$ cat src/rtl/sd_pkg.sv
// Shared defaults and helpers for the programmable serial sequence detector.
// Defaults reproduce the legacy 101010 non-overlapping detector.
package sd_pkg;

   localparam int unsigned SD_MAX_LEN     = 8;
   localparam int unsigned SD_LEN_W       = 4;
   localparam int unsigned SD_CNT_W       = 8;
   localparam logic [7:0]  SD_DEF_PATTERN = 8'b0010_1010;
   localparam int unsigned SD_DEF_LEN     = 6;
   localparam bit          SD_DEF_OVERLAP = 1'b0;

   function automatic logic len_legal(input int unsigned len, input int unsigned max_len);
      return (len >= 1) && (len <= max_len);
   endfunction

endpackage

$ cat src/rtl/sd_match_core.sv
// History shift register, fill counter and length-masked pattern compare.
// match_o is combinational and only asserted on a cycle that shifts a bit in.
module sd_match_core #(
   parameter int unsigned MAX_LEN = 8,
   parameter int unsigned LEN_W   = 4
) (
   input  logic               clk,
   input  logic               rst,
   input  logic               shift_i,
   input  logic               clear_i,
   input  logic               n_i,
   input  logic [MAX_LEN-1:0] pattern_i,
   input  logic [LEN_W-1:0]   len_i,
   input  logic               overlap_i,
   output logic               match_o
);

   logic [MAX_LEN-1:0] hist_q, hist_d;
   logic [MAX_LEN-1:0] cand;
   logic [MAX_LEN-1:0] mask;
   logic [LEN_W:0]     fill_q, fill_d;

   always_comb begin
      cand = {hist_q[MAX_LEN-2:0], n_i};
      mask = '0;
      for (int i = 0; i < MAX_LEN; i++) begin
         mask[i] = (i < 32'(len_i));
      end
      // fill+1 counts the incoming bit; bits above len are masked out of the compare
      match_o = shift_i && ((fill_q + (LEN_W+1)'(1)) >= {1'b0, len_i}) &&
                (((cand ^ pattern_i) & mask) == '0);
   end

   always_comb begin
      hist_d = hist_q;
      fill_d = fill_q;
      if (clear_i) begin
         hist_d = '0;
         fill_d = '0;
      end else if (shift_i) begin
         hist_d = cand;
         if (match_o && !overlap_i) begin
            fill_d = '0;
         end else if (fill_q != (LEN_W+1)'(MAX_LEN)) begin
            fill_d = fill_q + (LEN_W+1)'(1);
         end
      end
   end

   always_ff @(posedge clk or negedge rst) begin
      if (!rst) begin
         hist_q <= '0;
         fill_q <= '0;
      end else begin
         hist_q <= hist_d;
         fill_q <= fill_d;
      end
   end

endmodule

$ cat src/rtl/sd_prog.sv
// Run-time programmable serial sequence detector: config registers,
// registered match pulse, saturating match counter and config-error pulse.
module sd_prog
   import sd_pkg::*;
#(
   parameter int unsigned          MAX_LEN     = SD_MAX_LEN,
   parameter int unsigned          LEN_W       = SD_LEN_W,
   parameter int unsigned          CNT_W       = SD_CNT_W,
   parameter logic [MAX_LEN-1:0]   DEF_PATTERN = MAX_LEN'(SD_DEF_PATTERN),
   parameter int unsigned          DEF_LEN     = SD_DEF_LEN,
   parameter bit                   DEF_OVERLAP = SD_DEF_OVERLAP
) (
   input  logic               clk,
   input  logic               rst,
   input  logic               n,
   input  logic               n_valid,
   input  logic               cfg_load,
   input  logic [MAX_LEN-1:0] cfg_pattern,
   input  logic [LEN_W-1:0]   cfg_len,
   input  logic               cfg_overlap,
   input  logic               cnt_clr,
   output logic               op,
   output logic [CNT_W-1:0]   match_cnt,
   output logic               cfg_err
);

   localparam logic [CNT_W-1:0] CntMax = '1;

   logic [MAX_LEN-1:0] pattern_q;
   logic [LEN_W-1:0]   len_q;
   logic               overlap_q;
   logic               op_q;
   logic [CNT_W-1:0]   cnt_q, cnt_d;
   logic               err_q;
   logic               cfg_ok;
   logic               shift;
   logic               match;

   // Any cfg_load, legal or not, swallows the serial bit of that cycle
   assign cfg_ok = cfg_load && len_legal(32'(cfg_len), MAX_LEN);
   assign shift  = n_valid && !cfg_load;

   sd_match_core #(
      .MAX_LEN (MAX_LEN),
      .LEN_W   (LEN_W)
   ) u_core (
      .clk       (clk),
      .rst       (rst),
      .shift_i   (shift),
      .clear_i   (cfg_ok),
      .n_i       (n),
      .pattern_i (pattern_q),
      .len_i     (len_q),
      .overlap_i (overlap_q),
      .match_o   (match)
   );

   always_comb begin
      cnt_d = cnt_q;
      if (cnt_clr) begin
         cnt_d = match ? CNT_W'(1) : '0;
      end else if (match && (cnt_q != CntMax)) begin
         cnt_d = cnt_q + CNT_W'(1);
      end
   end

   always_ff @(posedge clk or negedge rst) begin
      if (!rst) begin
         pattern_q <= DEF_PATTERN;
         len_q     <= LEN_W'(DEF_LEN);
         overlap_q <= DEF_OVERLAP;
         op_q      <= 1'b0;
         cnt_q     <= '0;
         err_q     <= 1'b0;
      end else begin
         if (cfg_ok) begin
            pattern_q <= cfg_pattern;
            len_q     <= cfg_len;
            overlap_q <= cfg_overlap;
         end
         op_q  <= match;
         cnt_q <= cnt_d;
         err_q <= cfg_load && !cfg_ok;
      end
   end

   assign op        = op_q;
   assign match_cnt = cnt_q;
   assign cfg_err   = err_q;

endmodule

$ cat config.mk
export PLATFORM = sky130hd
export DESIGN_NAME = sd_prog
export DESIGN_NICKNAME = d
export VERILOG_FILES = /design/src/rtl/sd_pkg.sv /design/src/rtl/sd_match_core.sv /design/src/rtl/sd_prog.sv
export SDC_FILE = /design/constraint.sdc
export NUM_CORES = 1
export LEC_CHECK = 0
export ABC_AREA = 1
export CAP_MARGIN = 20
export CORE_MARGIN = 8
export CORE_UTILIZATION = 30
export CTS_CLUSTER_DIAMETER = 60
export DETAILED_ROUTE_END_ITERATION = 12
export PLACE_DENSITY = 0.49
export SYNTH_ARGS = -nofsm -noshare
export SYNTH_HDL_FRONTEND = slang
export SYNTH_SLANG_ARGS = --single-unit
export TNS_END_PERCENT = 30
$ cat constraint.sdc
create_clock -name clk -period 2.4 [get_ports clk]
set_input_delay 0.48 -clock clk [delete_from_list [all_inputs] [get_ports clk]]
set_output_delay 0.48 -clock clk [all_outputs]
set_load 0.005 [all_outputs]
Word-level counts from Yosys, hierarchy flattened
Index checks and enable logic that the tools add are counted.
- add/subtract/negate cells: 2
- $lt $le $gt $ge: 11
- eq/ne operators: 2
- muxes and demuxes: 9
- bitwise logic cells: 2
- reductions and logical operators: 16
- operator list (operator ; number):
    5-bit 2-to-1 mux ; 4
    3-bit by 4-bit < comparator with 1-bit output (first input constant) ; 4
    8-bit 2-to-1 mux ; 2
    7-bit 2-to-1 mux ; 2
    8-bit by 1-bit adder with 8-bit output (second input constant) ; 1
    8-bit bitwise AND ; 1
    1-bit logical AND ; 8
    8-bit logical NOT ; 1
    1-bit by 4-bit < comparator with 1-bit output (first input constant) ; 2
    2-bit by 4-bit < comparator with 1-bit output (first input constant) ; 2
    8-bit != test (second input constant) ; 1
    8-bit XOR ; 1
    5-bit by 1-bit adder with 5-bit output (second input constant) ; 1
    5-bit by 4-bit greater-or-equal comparator with 1-bit output ; 1
    5-bit by 4-bit != test with 1-bit output (second input constant) ; 1
    4-bit by 1-bit greater-or-equal comparator with 1-bit output (second input constant) ; 1
    4-bit <= comparator (second input constant) ; 1
    2-bit nonzero test ; 2
    1-bit logical NOT ; 3
    3-bit nonzero test ; 1
    2-bit AND reduction ; 1
    1-bit 2-to-1 mux ; 1
- flip-flop bits (word level): 35
- input port bits: 19
- output and inout port bits: 10
- word-level logic and storage cells: 50

Longest topological paths before layout
Gate-level depths: netlist of the first run.
- depth in word-level cells: 8
- mapped depth: 15
- gate-level depth less buffers: 14

Modules after synthesis
Synthesis of the first run repeated with hierarchy kept, for this count alone.
- cells, all modules: 275
- area, all modules: 2088.3 µm²
- modules (own cells, without submodules) (module ; instances ; cells an instance ; area each (µm²) ; seq. area each (µm²)):
    sd_prog ; 1 ; 139 ; 1159.9 ; 581.8
    sd_match_core ; 1 ; 136 ; 928.4 ; 300.3

Least setup slack after synthesis of the first run
No wires, ideal clock.
- kind: register -> register
- from: register u_core.fill_q[0]
- to: register cnt_q[6] (netlist: match_cnt[6])
- library setup time: 0.118 ns
- arrival time: 1.799 ns
- required time: 2.282 ns
- path slack: 0.483 ns
- stages on the path, launching flop included: 16
- buffers on the path: 1
- clock period less this slack: 1.917 ns
- cell sequence: dfrtp_1 > inv_1 > ha_1 > ha_1 > nand2_1 > nand2_1 > nand2_1 > nand2_1 > nand2_1 > nand2_1 > and3_1 > buf_6 > nand2_4 > nand2_4 > nand2_1 > nand2_1
- word-level cells in the longest chain between the ends: 6
- ends and longest elaborated chain (what ; line ; RTL):
    start: declaration ; sd_match_core.sv:21 ; logic [LEN_W:0] fill_q, fill_d;
    start signal: assignment ; sd_match_core.sv:56 ; fill_q <= fill_d;
    5-bit by 1-bit adder with 5-bit output ; sd_match_core.sv:30 ; match_o = shift_i && ((fill_q + (LEN_W+1)'(1)) >= {1'b0, len_i}) &&
    5-bit by 4-bit greater-or-equal comparator with 1-bit output ; sd_match_core.sv:30 ;
    1-bit logical AND (2 in a row) ; sd_match_core.sv:30 ;
    via match ; sd_prog.sv:37 ; logic match;
    1-bit logical AND ; sd_prog.sv:62 ; end else if (match && (cnt_q != CntMax)) begin
    2-bit nonzero test (no source line) ; - ;
    end signal: assignment ; sd_prog.sv:82 ; cnt_q <= cnt_d;
    end: declaration ; sd_prog.sv:33 ; logic [CNT_W-1:0] cnt_q, cnt_d;
The timed path passes the listed nets, and every way through them passes these cells.
A chain may end at the register's enable or synchronous reset.

Worst setup path in the final report of the first run
- from: register u_core.fill_q[0]
- to: register cnt_q[7] (netlist: match_cnt[7])
- word-level cells in the longest chain between the ends: 6
- ends and longest elaborated chain (what ; line):
    5-bit by 1-bit adder with 5-bit output ; sd_match_core.sv:30
    5-bit by 4-bit greater-or-equal comparator with 1-bit output ; sd_match_core.sv:30
    1-bit logical AND (2 in a row) ; sd_match_core.sv:30
    1-bit logical AND ; sd_prog.sv:62
    2-bit nonzero test (no source line) ; -
No other way between the ends.

==> results of run 1 <==
cells by family after synthesis:
group / after synthesis / share of synthesized area, %
simple gates: 142 / 30.6
buf+inv: 52 / 10.2
flops: 35 / 43.9
compound gates: 22 / 6.98
xor+xnor: 9 / 3.92
fa+ha+maj: 7 / 4.36
area by class of cell:
type | instances | area [µm²]
flip-flops and latches | 35 | 882
inverters | 48 | 180
clock inverters | 1 | 5.00
fillers | 699 | 4140
multi-input cells | 180 | 921
repair buffers | 34 | 325
well taps | 80 | 100
clock buffers | 7 | 86.3
metal layers:
metal | up-vias | track usage (%) | part of all wire [%]
met3 | 5 | 2.77 | 4.7
met2 | 28 | 15.3 | 45
met5 | - | 0 | 0
met1 | 736 | 12.7 | 49
met4 | 0 | 3.24 | 0.92
li1 | 904 | - | -
metrics by stage:
step | std cells | instance area [µm²]
finish | 385 | 2500
CTS | 385 | 2500
global route | 385 | 2500
detailed placement | 377 | 2410
floorplan | 267 | 2010
global placement | 377 | 2410
cells in the final DEF, fill, tap and decap left out, types with 2 or more instances in the layout:
cell / n
nand2_1: 94
inv_1: 46
dfrtp_1: 30
clkdlybuf4s50_1: 28
nand3_1: 18
nor2_1: 13
o21ai_0: 10
a22oi_1: 7
ha_1: 7
clkbuf_8: 6
buf_4: 6
xor2_1: 5
dfstp_2: 5
xnor2_1: 4
nand4_1: 4
nor3_1: 4
nor2_2: 2
nand2_4: 2
cell usage after synthesis, drive strengths merged (4+ instances only):
library cell  count
inv              47
a22oi             7
nand4             4
nor3              4
o21ai            10
nor2             16
nand2            96
xnor2             4
xor2              5
nand3            19
dfstp             5
ha                7
dfrtp            30
power by group:
group / internal, mW / switching (mW) / total [mW]
sequential: 0.675 / 0.0809 / 0.756
clock: 0.232 / 0.209 / 0.441
combinational: 0.214 / 0.272 / 0.486
sequential cells by signal (all words and copies together), names as in the netlist:
name,cells
cfg_err,1
len_q,4
match_cnt,8
op,1
overlap_q,1
pattern_q,8
u_core.fill_q,5
u_core.hist_q,7
critical path, cell delays in order (launching register included):
cell and delay (ns):
dfrtp_1 0.46, inv_1 0.07, ha_1 0.33, ha_1 0.28, nand2_1 0.05, nand2_1 0.05, nand2_1 0.04, nand2_1 0.05
nand2_1 0.04, nand2_1 0.06, and3_1 0.27, nand2_4 0.13, nand2_4 0.12, nand2_1 0.07, nand2_1 0.06
worst min path at each step:
stage,cells after the start,endpoint,slack (ns),from
after CTS,2,pattern_q[3],0.50,pattern_q[3]
after global routing,2,pattern_q[3],0.50,pattern_q[3]
final,2,pattern_q[3],0.50,pattern_q[3]
after floorplan,0,cfg_err,0.18,rst
after detailed placement,2,pattern_q[3],0.49,pattern_q[3]
after global placement,2,pattern_q[3],0.49,pattern_q[3]
==> key figures, run 1 <==
Power
  • Power per cell area: 673 nW/µm²
  • Max IR drop VDD: 0.253 mV
  • Power Total: 1.68 mW
  • P_leak: 1.30 nW

Detailed routing
  • Via Count: 1673
  • Via/cell ratio: 4.35
  • Iteration-0 DRC Markers: 37
  • Initial DRT Pass Iterations: 4
  • Post-route DRC violation count: 0
  • Drt wl/cell: 11.3 µm
  • Drt total wl: 4360 µm
  • Post-route ant nets: 0

Worst setup path
  • Cell count of the worst reg-to-reg path: 14
  • CP Capture Type: flop
  • Critical path launch point type: flop
  • Worst Path Arrival: 2.36 ns
  • Critical Path Start: u_core.fill_q[0]
  • Worst R2R End: match_cnt[7]
  • R2R setup slack: 0.27 ns
  • Kind of critical path: flop to flop
  • Setup crit end: match_cnt[7]
  • Crit path required time: 2.63 ns
  • Worst R2R Start: u_core.fill_q[0]
  • CP max FO: 9

Timing
  • Slew headroom: 70.5%
  • Final Hold Viols: 0
  • Skew final: 0.0104 ns
  • Slew of the pin with the lowest slew margin: 0.443 ns
  • Min Tclk post-route: 2.13 ns
  • Fin. max-slew vios: 0
  • Final-report setup violation count: 0
  • Final worst slack: 0.266 ns
  • Post-route setup TNS: 0 ns
  • Crit share post-route: 88.9%
  • Worst hold margin: 0.499 ns
  • FMAX: 0.469 GHz
  • RSZ-0062 raised after global routing: false

Min path
  • Hold Path Class: flop to flop

Synthesis
  • Post-synth net total: 293
  • Synthesized flop and latch total: 35
  • Post-synthesis async set-or-reset flop share: 100%
  • Top_reg_cell synth: dfrtp_1
  • Sequential area share after synthesis: 43.9%
  • YS warnings: 0
  • Synth unique cells: 30
  • Syn_area_per_cell: 7.52 µm²
  • Synth Instances: 267
  • Mapped Area: 2010 µm²
  • Cell taking the most area after synthesis: dfrtp_1
  • Largest cells by area after synthesis: dfrtp_1 (37%), nand2_1 (18%), inv_1 (8.6%), dfstp_2 (6.5%), nand3_1 (4.5%)
  • Area share of the largest cell type after synthesis: 37.4%
  • Post-synth EDFFs: 0

Job
  • Maximum capacitance violations: 0

Placed design
  • DP Wirelength: 3320 µm
  • Final Wtd Congestion: 0.798
  • Number of port buffers: 28
  • Pre-CTS WS: 0.224 ns

Final layout
  • Antenna diodes: 0
  • Final Util: 37.6%
  • Ratio of cells with drive above 1 in the final layout: 9.18%
  • P&R area growth vs syn: 24.5%
  • Nets: 330

Status
  • Status: completed

GRT
  • Grt ovf: 0
  • Vias in the first global route: 1654
  • Gr usage total: 9.82%
  • First-pass GRT wire length: 7790 µm
  • Initial antenna violation count: 0
  • Largest net degree at the start of global routing: 36

CTS
  • Worst-Skew Late Latency: 0.28 ns
  • Cts hold-fix bufs: 0
  • Clock Sinks: 35
  • Reg clk slew, reported paths: 0.08 ns
  • Root Buffer: clkbuf_8
  • CTS Buffer Depth: 2
  • Post CTS Setup Buffer Count: 0
  • H-Tree Depth: 2
  • TritonCTS Buffers: 5
  • CTS tree: yes
  • # resized after CTS: 0

Floorplanning
  • Starting Density: 30.2%
  • Die Span X: 97.8 µm
  • # IOs: 29
  • DIE AREA: 9570 µm²
  • Row count: 30
  • Core ar.: 6640 µm²
  • Die Span Y: 97.8 µm
No activity file was read; power rests on OpenSTA's default activity.
==> run 2: changes to the inputs <==
--- a/config.mk
+++ b/config.mk
@@ -12,6 +12,7 @@
 export CTS_CLUSTER_DIAMETER = 60
 export DETAILED_ROUTE_END_ITERATION = 12
 export PLACE_DENSITY = 0.49
+export SKIP_LAST_GASP = 1
 export SYNTH_ARGS = -nofsm -noshare
 export SYNTH_HDL_FRONTEND = slang
 export SYNTH_SLANG_ARGS = --single-unit
==> results of run 2 <==
Final layout, timing and power as in run 1 (identical DEF).
